**src/rtl/i3c_csr_cpuif_arb.sv**
```systemverilog
// ============================================================================
//  Module      : i3c_csr_cpuif_arb
//  Description : Round-robin arbiter sharing the single I3CCSR software access
//                port between NumReq bus front-ends. One transaction is in
//                flight at a time; ack/err/data are returned to the owner only.
//                Optional WAIT-state watchdog: define I3C_CSR_ARB_TIMEOUT_EN.
//  Revision    : 1.0  initial release
// ============================================================================
`timescale 1ns/1ps
`default_nettype none

module i3c_csr_cpuif_arb #(
    parameter int NumReq        = 2,
    parameter int CsrAddrWidth  = 12,
    parameter int CsrDataWidth  = 32,
    parameter int TimeoutCycles = 255
) (
    input  logic                             clk,
    input  logic                             rst,
    input  logic [NumReq-1:0]                u_req_i,
    input  logic [NumReq-1:0]                u_req_is_wr_i,
    input  logic [NumReq*CsrAddrWidth-1:0]   u_addr_i,
    input  logic [NumReq*CsrDataWidth-1:0]   u_wr_data_i,
    input  logic [NumReq*CsrDataWidth-1:0]   u_wr_biten_i,
    output logic [NumReq-1:0]                u_req_stall_o,
    output logic [NumReq-1:0]                u_rd_ack_o,
    output logic [NumReq-1:0]                u_rd_err_o,
    output logic [NumReq-1:0]                u_wr_ack_o,
    output logic [NumReq-1:0]                u_wr_err_o,
    output logic [CsrDataWidth-1:0]          u_rd_data_o,
    output logic                             m_req_o,
    output logic                             m_req_is_wr_o,
    output logic [CsrAddrWidth-1:0]          m_addr_o,
    output logic [CsrDataWidth-1:0]          m_wr_data_o,
    output logic [CsrDataWidth-1:0]          m_wr_biten_o,
    input  logic                             m_req_stall_wr_i,
    input  logic                             m_req_stall_rd_i,
    input  logic                             m_rd_ack_i,
    input  logic                             m_rd_err_i,
    input  logic                             m_wr_ack_i,
    input  logic                             m_wr_err_i,
    input  logic [CsrDataWidth-1:0]          m_rd_data_i
);

    localparam int IdxW = (NumReq > 1) ? $clog2(NumReq) : 1;

    typedef enum logic [1:0] {
        IDLE  = 2'd0,
        ISSUE = 2'd1,
        WAIT  = 2'd2
    } state_e;

    state_e                  state_q, state_d;
    logic [IdxW-1:0]         owner_q, owner_d;
    logic [IdxW-1:0]         last_q, last_d;
    logic                    is_wr_q, is_wr_d;
    logic [CsrAddrWidth-1:0] addr_q, addr_d;
    logic [CsrDataWidth-1:0] wdata_q, wdata_d;
    logic [CsrDataWidth-1:0] biten_q, biten_d;

    logic [IdxW-1:0]         w_start;
    logic [2*NumReq-1:0]     w_req_dbl;
    logic [NumReq-1:0]       w_req_rot;
    logic                    w_win_found;
    logic [IdxW-1:0]         w_win_idx;
    int                      w_off;
    int                      w_sum;
    logic                    w_sel_wr;
    logic [CsrAddrWidth-1:0] w_sel_addr;
    logic [CsrDataWidth-1:0] w_sel_wdata;
    logic [CsrDataWidth-1:0] w_sel_biten;
    logic                    w_m_stall, w_m_ack, w_m_err;
    logic                    w_fwd, w_fwd_err, w_fwd_tmo, w_accept, w_issue;
    logic                    w_tmo_hit;

    // Rotate the request vector so the search starts just after the last grant
    assign w_start   = (last_q == IdxW'(NumReq - 1)) ? '0 : last_q + 1'b1;
    assign w_req_dbl = {u_req_i, u_req_i} >> w_start;
    assign w_req_rot = w_req_dbl[NumReq-1:0];

    // Pick the first set request in rotated order and map back to a requester index
    always_comb begin
        w_win_found = 1'b0;
        w_off       = 0;
        for (int j = NumReq - 1; j >= 0; j--) begin
            if (w_req_rot[j]) begin
                w_win_found = 1'b1;
                w_off       = j;
            end
        end
        w_sum = int'(w_start) + w_off;
        if (w_sum >= NumReq) begin
            w_sum = w_sum - NumReq;
        end
        w_win_idx = IdxW'(w_sum);
    end

    // Select the winner's request fields for latching
    always_comb begin
        w_sel_wr    = 1'b0;
        w_sel_addr  = '0;
        w_sel_wdata = '0;
        w_sel_biten = '0;
        for (int i = 0; i < NumReq; i++) begin
            if (w_win_idx == IdxW'(i)) begin
                w_sel_wr    = u_req_is_wr_i[i];
                w_sel_addr  = u_addr_i[i*CsrAddrWidth +: CsrAddrWidth];
                w_sel_wdata = u_wr_data_i[i*CsrDataWidth +: CsrDataWidth];
                w_sel_biten = u_wr_biten_i[i*CsrDataWidth +: CsrDataWidth];
            end
        end
    end

    // Only the handshake matching the latched direction matters
    assign w_m_stall = is_wr_q ? m_req_stall_wr_i : m_req_stall_rd_i;
    assign w_m_ack   = is_wr_q ? m_wr_ack_i       : m_rd_ack_i;
    assign w_m_err   = is_wr_q ? m_wr_err_i       : m_rd_err_i;

`ifdef I3C_CSR_ARB_TIMEOUT_EN
    logic [15:0] tmo_cnt_q, tmo_cnt_d;

    // Watchdog counter: cleared while issuing, counts every WAIT cycle
    always_comb begin
        tmo_cnt_d = tmo_cnt_q;
        if (state_q == ISSUE) begin
            tmo_cnt_d = '0;
        end else if (state_q == WAIT) begin
            tmo_cnt_d = tmo_cnt_q + 16'd1;
        end
    end

    // Watchdog counter register
    always_ff @(posedge clk) begin
        if (rst) begin
            tmo_cnt_q <= '0;
        end else begin
            tmo_cnt_q <= tmo_cnt_d;
        end
    end

    assign w_tmo_hit = (state_q == WAIT) && (tmo_cnt_q == 16'(TimeoutCycles));
`else
    // Watchdog compiled out: WAIT only ends on a real ack
    assign w_tmo_hit = (TimeoutCycles < 0);
`endif

    // Next-state logic and handshake decode
    always_comb begin
        state_d   = state_q;
        owner_d   = owner_q;
        last_d    = last_q;
        is_wr_d   = is_wr_q;
        addr_d    = addr_q;
        wdata_d   = wdata_q;
        biten_d   = biten_q;
        w_accept  = 1'b0;
        w_issue   = 1'b0;
        w_fwd     = 1'b0;
        w_fwd_err = 1'b0;
        w_fwd_tmo = 1'b0;
        case (state_q)
            IDLE: begin
                if (w_win_found) begin
                    w_accept = 1'b1;
                    owner_d  = w_win_idx;
                    last_d   = w_win_idx;
                    is_wr_d  = w_sel_wr;
                    addr_d   = w_sel_addr;
                    wdata_d  = w_sel_wdata;
                    biten_d  = w_sel_biten;
                    state_d  = ISSUE;
                end
            end
            ISSUE: begin
                w_issue = 1'b1;
                if (!w_m_stall) begin
                    if (w_m_ack) begin
                        w_fwd     = 1'b1;
                        w_fwd_err = w_m_err;
                        state_d   = IDLE;
                    end else begin
                        state_d = WAIT;
                    end
                end
            end
            WAIT: begin
                if (w_m_ack) begin
                    w_fwd     = 1'b1;
                    w_fwd_err = w_m_err;
                    state_d   = IDLE;
                end else if (w_tmo_hit) begin
                    w_fwd     = 1'b1;
                    w_fwd_err = 1'b1;
                    w_fwd_tmo = 1'b1;
                    state_d   = IDLE;
                end
            end
            default: state_d = IDLE;
        endcase
    end

    // Upstream outputs; everything is quiet and stalled while in reset
    always_comb begin
        u_req_stall_o = '1;
        u_rd_ack_o    = '0;
        u_rd_err_o    = '0;
        u_wr_ack_o    = '0;
        u_wr_err_o    = '0;
        u_rd_data_o   = '0;
        m_req_o       = w_issue & ~rst;
        if (!rst) begin
            for (int i = 0; i < NumReq; i++) begin
                if (w_accept && (w_win_idx == IdxW'(i))) begin
                    u_req_stall_o[i] = 1'b0;
                end
                if (w_fwd && (owner_q == IdxW'(i))) begin
                    u_rd_ack_o[i] = ~is_wr_q;
                    u_rd_err_o[i] = ~is_wr_q & w_fwd_err;
                    u_wr_ack_o[i] = is_wr_q;
                    u_wr_err_o[i] = is_wr_q & w_fwd_err;
                end
            end
            if (w_fwd && !is_wr_q && !w_fwd_tmo) begin
                u_rd_data_o = m_rd_data_i;
            end
        end
    end

    assign m_req_is_wr_o = is_wr_q;
    assign m_addr_o      = addr_q;
    assign m_wr_data_o   = wdata_q;
    assign m_wr_biten_o  = biten_q;

    // State, owner, round-robin pointer and latched request registers
    always_ff @(posedge clk) begin
        if (rst) begin
            state_q <= IDLE;
            owner_q <= '0;
            last_q  <= IdxW'(NumReq - 1);
            is_wr_q <= 1'b0;
            addr_q  <= '0;
            wdata_q <= '0;
            biten_q <= '0;
        end else begin
            state_q <= state_d;
            owner_q <= owner_d;
            last_q  <= last_d;
            is_wr_q <= is_wr_d;
            addr_q  <= addr_d;
            wdata_q <= wdata_d;
            biten_q <= biten_d;
        end
    end

endmodule

`default_nettype wire

```
**config.mk**
```make
export PLATFORM = sky130hd
export DESIGN_NAME = i3c_csr_cpuif_arb
export DESIGN_NICKNAME = d
export VERILOG_FILES = /design/src/rtl/i3c_csr_cpuif_arb.sv
export SDC_FILE = /design/constraint.sdc
export NUM_CORES = 1
export LEC_CHECK = 0
export ABC_AREA = 0
export ABC_CLOCK_PERIOD_IN_PS = 3700
export CAP_MARGIN = 20
export CORE_AREA = 4 4 122 124
export CTS_CLUSTER_SIZE = 16
export DETAILED_ROUTE_END_ITERATION = 8
export DIE_AREA = 0 0 126 128
export PLACE_DENSITY = 0.71
export SLEW_MARGIN = 20
export SYNTH_ARGS = -nofsm -noshare
export SYNTH_HDL_FRONTEND = slang
export SYNTH_SLANG_ARGS = --single-unit
```
**constraint.sdc**
```tcl
create_clock -name clk -period 3.7 [get_ports clk]
set_clock_uncertainty 0.2 [all_clocks]
set_input_delay 0.74 -clock clk [delete_from_list [all_inputs] [get_ports clk]]
set_output_delay 0.74 -clock clk [all_outputs]
set_load 0.03 [all_outputs]
```
---- Word-level counts from Yosys, hierarchy flattened ----
Index checks and enable logic that the tools add are counted.
storage, ports and cells
  flip-flop bits (word level) ............. 81
  input port bits ......................... 196
  output and inout port bits .............. 120
  logic and storage cells ................. 77
operators by class
  add/sub/neg operators ................... 3
  $lt $le $gt $ge ......................... 1
  equality and inequality tests ........... 5
  shifts and indexed selects .............. 1
  muxes and demuxes ....................... 44
  bitwise logic cells ..................... 7
  reductions and logical operators ........ 9
operators by type and width
  operator                                                   count
  two-way mux 32 bit                                         4
  two-way mux 1 bit                                          27
  two-way mux 2 bit                                          9
  two-way mux 12 bit                                         1
  inequality test 2 bit (second input constant)              3
  one-hot mux 2 bit (3 select lines)                         1
  logical AND 1 bit                                          5
  NOT 1 bit                                                  4
  one-hot mux 1 bit (2 select lines)                         2
  right shift 4 x 1 -> 2 bit                                 1
  bitwise AND 1 bit                                          3
  AND reduction 3 bit                                        1
  adder 1 x 1 -> 2 bit                                       1
  == test 2 x 1 -> 1 bit (second input constant)             1
  == test 2 bit (second input constant)                      1
  greater-or-equal comparator 2 bit (second input constant)  1
  zero test 2 bit                                            1
  AND reduction 2 bit                                        1
  adder 1 bit (second input constant)                        1
  zero test 1 bit                                            1
  subtractor 1 bit (second input constant)                   1

---- Longest topological paths before layout ----
  word-level depth ........................ 12
  mapped depth ............................ 7

---- Worst setup path before layout ----
No wires, ideal clock.
  path kind ............................... input-to-output
  from .................................... input m_req_stall_wr_i
  to ...................................... output u_rd_err_o[1]
  arrival ................................. 2.246 ns
  data required time ...................... 2.760 ns
  path slack .............................. 0.514 ns
  stages .................................. 4
  cells stage by stage .................... mux2i_1 a21oi_1 clkbuf_1 nor4_1
on the way
  cells in the longest elaborated chain, start to end .. 6
  elaborated cells between the ends (all ways) .. 9
  classes of those cells .................. mux (7); bitwise (1); reduce/logical (1)
RTL lines
  what                                                    RTL line  RTL
  from (decl)                                             36        input logic m_req_stall_wr_i,
  two-way mux 1 bit *                                     115       assign w_m_stall = is_wr_q ? m_req_stall_wr_i : m_req_stall_rd_i;
  two-way mux 1 bit                                       176       if (!w_m_stall) begin
  one-hot mux 1 bit (2 select lines)                      161       case (state_q)
  bitwise AND 1 bit or logical AND 1 bit (tied branches)  218, 216
  two-way mux 1 bit *                                     216       if (w_fwd && (owner_q == IdxW'(i))) begin
  two-way mux 2 bit *                                     211       if (!rst) begin
  to (decl)                                               27        output logic [NumReq-1:0] u_rd_err_o,
Every way passes the cells marked *; elsewhere a longest branch is shown, timed or not.

---- Final worst setup path ----
  from .................................... input m_rd_ack_i
  to ...................................... output u_rd_err_o[1]
on the way
  cells in the longest elaborated chain, start to end .. 7
  elaborated cells between the ends (all ways) .. 11
  classes of those cells .................. mux (9); bitwise (1); reduce/logical (1)
RTL lines
  what                                                    RTL line  RTL
  from (decl)                                             38        input logic m_rd_ack_i,
  two-way mux 1 bit *                                     116       assign w_m_ack = is_wr_q ? m_wr_ack_i : m_rd_ack_i;
  two-way mux 1 bit                                       187       if (w_m_ack) begin
  two-way mux 1 bit                                       176
  one-hot mux 1 bit (2 select lines)                      161
  bitwise AND 1 bit or logical AND 1 bit (tied branches)  218, 216
  two-way mux 1 bit *                                     216
  two-way mux 2 bit *                                     211
Marks and branches as above.

==> flow_metrics.py <==
metrics = {
    "critical_path": {
        "crit_path_start_kind": "primary input",
        "cpMaxStageDelayCell": "clkdlybuf4s50_1",
        "max_stage_delay_ps": 500,
        "rrSetupSlack_ps": 1320,
        "worst-path-max-fanout": 33,
        "critical_path.top_delay_family": "buffers and inverters",
        "arrival_ps": 2530,
        "path_buf_inv": 3,
        "worst_setup_path_end_kind": "output pin",
        "criticalPathCategory": "primary input to output pin",
        "crit_required_ps": 2760,
        "path_cells": "clkdlybuf4s50_1, mux2i_1, nand2b_1, buf_12, nor4_1, buf_4",
    },
    "layout": {
        "multi_input_area_sq_mm": 0.00200,
        "fillers": 1303,
        "seq_area_sq_mm": 0.00162,
        "drive_above_1_share": 0.107,
        "num_antenna_cells": 0,
        "area_growth_pct": 88.3,
        "final_area_sq_mm": 0.00728,
        "nets": 885,
    },
    "clocking": {
        "cts-root-buf": "clkbuf_16",
        "worstSkewPairLatency_ps": 320,
        "cts_hold_buffers": 0,
        "clkTransAtPathRegs_ps": 60,
        "clk_path_buf_depth": 2,
        "numCtsBuffers": 9,
        "cts_max_level": 3,
        "cts-resized-gates": 0,
        "post_cts_buffers": 0,
        "cts_tree": "yes",
        "clock_sinks": 81,
    },
    "sta": {
        "holdWs_ps": 331,
        "period_needed_ps": 3470,
        "period_share": 0.938,
        "slew_viol_final": 0,
        "setup_tns_ps": 0,
        "hold_violations": 0,
        "fmax_ghz": 0.288,
        "setup_viol": 0,
        "rsz0062_at_grt": "no",
        "worstMarginPinSlew_ps": 864,
        "slew_headroom": 0.424,
    },
    "route": {
        "drt-initial-drc-count": 183,
        "met2_wirelength_mm": 8.32,
        "dr.pass1.iters": 6,
        "drc": 0,
        "vias_per_cell": 5.20,
        "drt_wl_total_mm": 16.1,
        "highest_layer": "met4",
        "vias": 4526,
        "wl_per_cell_um": 18.5,
        "wl_met3_mm": 1.27,
        "ant_nets": 0,
        "drt-met1-wl_mm": 5.98,
    },
    "logic_synthesis": {
        "synth_most_common_cell": "dfxtp_1",
        "ys.flop_type": "dfxtp_1",
        "yosysTopAreaCell": "dfxtp_1",
        "async_reset_ff_frac": 0,
        "seq_area_frac_synth": 0.419,
        "syn_area_sq_mm": 0.00387,
        "synthTopCellsByCount": "81 x dfxtp_1, 78 x a221o_1, 78 x nor3b_1",
        "synth_area_leaders": "dfxtp_1 42%, a221o_1 20%, nor3b_1 15%, nor3_1 4.1%, buf_2 3.8%",
        "synth_edf_count": 0,
        "ys_ff_latch": 81,
        "synth.avg_cell_area_sq_um": 9.74,
        "syn-instance-count": 397,
        "synth_fp_nets": 596,
        "synth_top_area_share": 0.419,
        "synth_cell_type_count": 33,
        "yosys_warnings": 0,
    },
    "floorplan": {
        "rows": 43,
        "die-area_sq_mm": 0.0161,
        "initial_core_util": 0.281,
        "boundaryPins": 316,
        "core_sq_mm": 0.0138,
        "die_w_um": 126,
        "dieHeight_um": 128,
    },
    "pwr": {
        "ir_drop_uv": 248,
        "total_power_mw": 3.07,
        "leakagePower_nw": 2.66,
        "powerDensity_mw_per_mm2": 421,
    },
    "job": {
        "max-cap-violations": 0,
    },
    "global_routing": {
        "grt_max_degree": 78,
        "grt_pass1_wl_mm": 24.4,
        "antenna_found_initial": 0,
        "groute.usage.overall": 0.185,
        "gr-total-overflow": 0,
        "grt_pass1_vias": 4666,
    },
    "placement": {
        "dpl.hpwl_mm": 12.0,
        "place_area_sq_mm": 0.00702,
        "gp_congestion": 0.908,
        "port_buffers": 315,
    },
    "hold_path": {
        "hold_path.class": "flip-flop to flip-flop",
    },
    "run_status": {
        "status": "finished, final reports clean",
    },
}
==> layer usage <==
| layer | track usage | up-vias |
|---|---|---|
| li1 | - | 2130 |
| met2 | 0.331 | 215 |
| met4 | 0.0852 | 0 |
| met5 | 0 | - |
| met1 | 0.201 | 2143 |
| met3 | 0.0583 | 38 |
==> path summary, 6_finish.rpt <==
kind                                       end               startpoint  cells past startpoint
hold reg to reg            last_q$_SDFFE_PP1P_      last_q$_SDFFE_PP1P_                      1
hold / removal             last_q$_SDFFE_PP1P_      last_q$_SDFFE_PP1P_                      1
setup reg to reg  m_wr_data_o[10]$_SDFFE_PP0P_  state_q[1]$_SDFFE_PP0P_                      6
setup / recovery                 u_rd_err_o[1]               m_rd_ack_i                      6
==> registers in the layout, summed over array words and instances, names as in the netlist <==
name / flops
state_q: 2
m_wr_data_o: 32
m_wr_biten_o: 32
m_req_is_wr_o: 1
owner_q: 1
m_addr_o: 12
last_q: 1
==> per-stage QoR <==
| stage | instances | utilization | setup slack [ps] |
|---|---|---|---|
| final | 871 | 0.529 | 230 |
| after global routing | 871 | 0.529 | 203 |
| after CTS | 871 | 0.529 | 285 |
| after detailed placement | 855 | 0.510 | 295 |
| after global placement | 855 | 0.510 | 350 |
| after floorplan | 397 | - | 514 |
==> cell type report <==
cell class | count | share of cell area
Multi-Input combinational cell | 265 | 0.274
Clock inverter | 6 | 0.00481
Tap cell | 180 | 0.0309
Clock buffer | 10 | 0.0314
Timing Repair Buffer | 324 | 0.433
Inverter | 5 | 0.00258
Sequential cell | 81 | 0.223
==> report_power, final <==
group          leakage, nW  switching [mW]  internal, mW  total, mW
clock network        0.128           0.350         0.450      0.800
logic                 1.87           0.622         0.577       1.20
registers            0.668          0.0683          1.00       1.07
total                 2.66            1.04          2.03       3.07
==> cell usage in the layout, fill, tap and decap left out, types with 2 or more instances in the layout <==
cell             netlist  final
a32oi_1                2      2
clkinv_2               0      4
nand2_1               35     35
buf_12                 0      3
nand2b_1               5      5
inv_1                  5      5
nor3b_1               78     78
nand3_1                2      2
nor2_1                 5      4
nor3_1                32     32
clkdlybuf4s50_1        0    274
ha_1                   3      3
clkinvlp_4             0      2
dfxtp_1               81     81
buf_4                  7     47
clkbuf_16              0      9
a221o_1               78     78
nor4_1                 7      7
mux2i_1                2      2
==> cells by family after synthesis <==
group / share of synthesized area
fa+ha+maj: 0.00970
buf+inv: 0.0676
compound gates: 0.218
mux: 0.00905
flops: 0.419
simple gates: 0.276
Note: power is estimated with default switching activity, not from simulation.
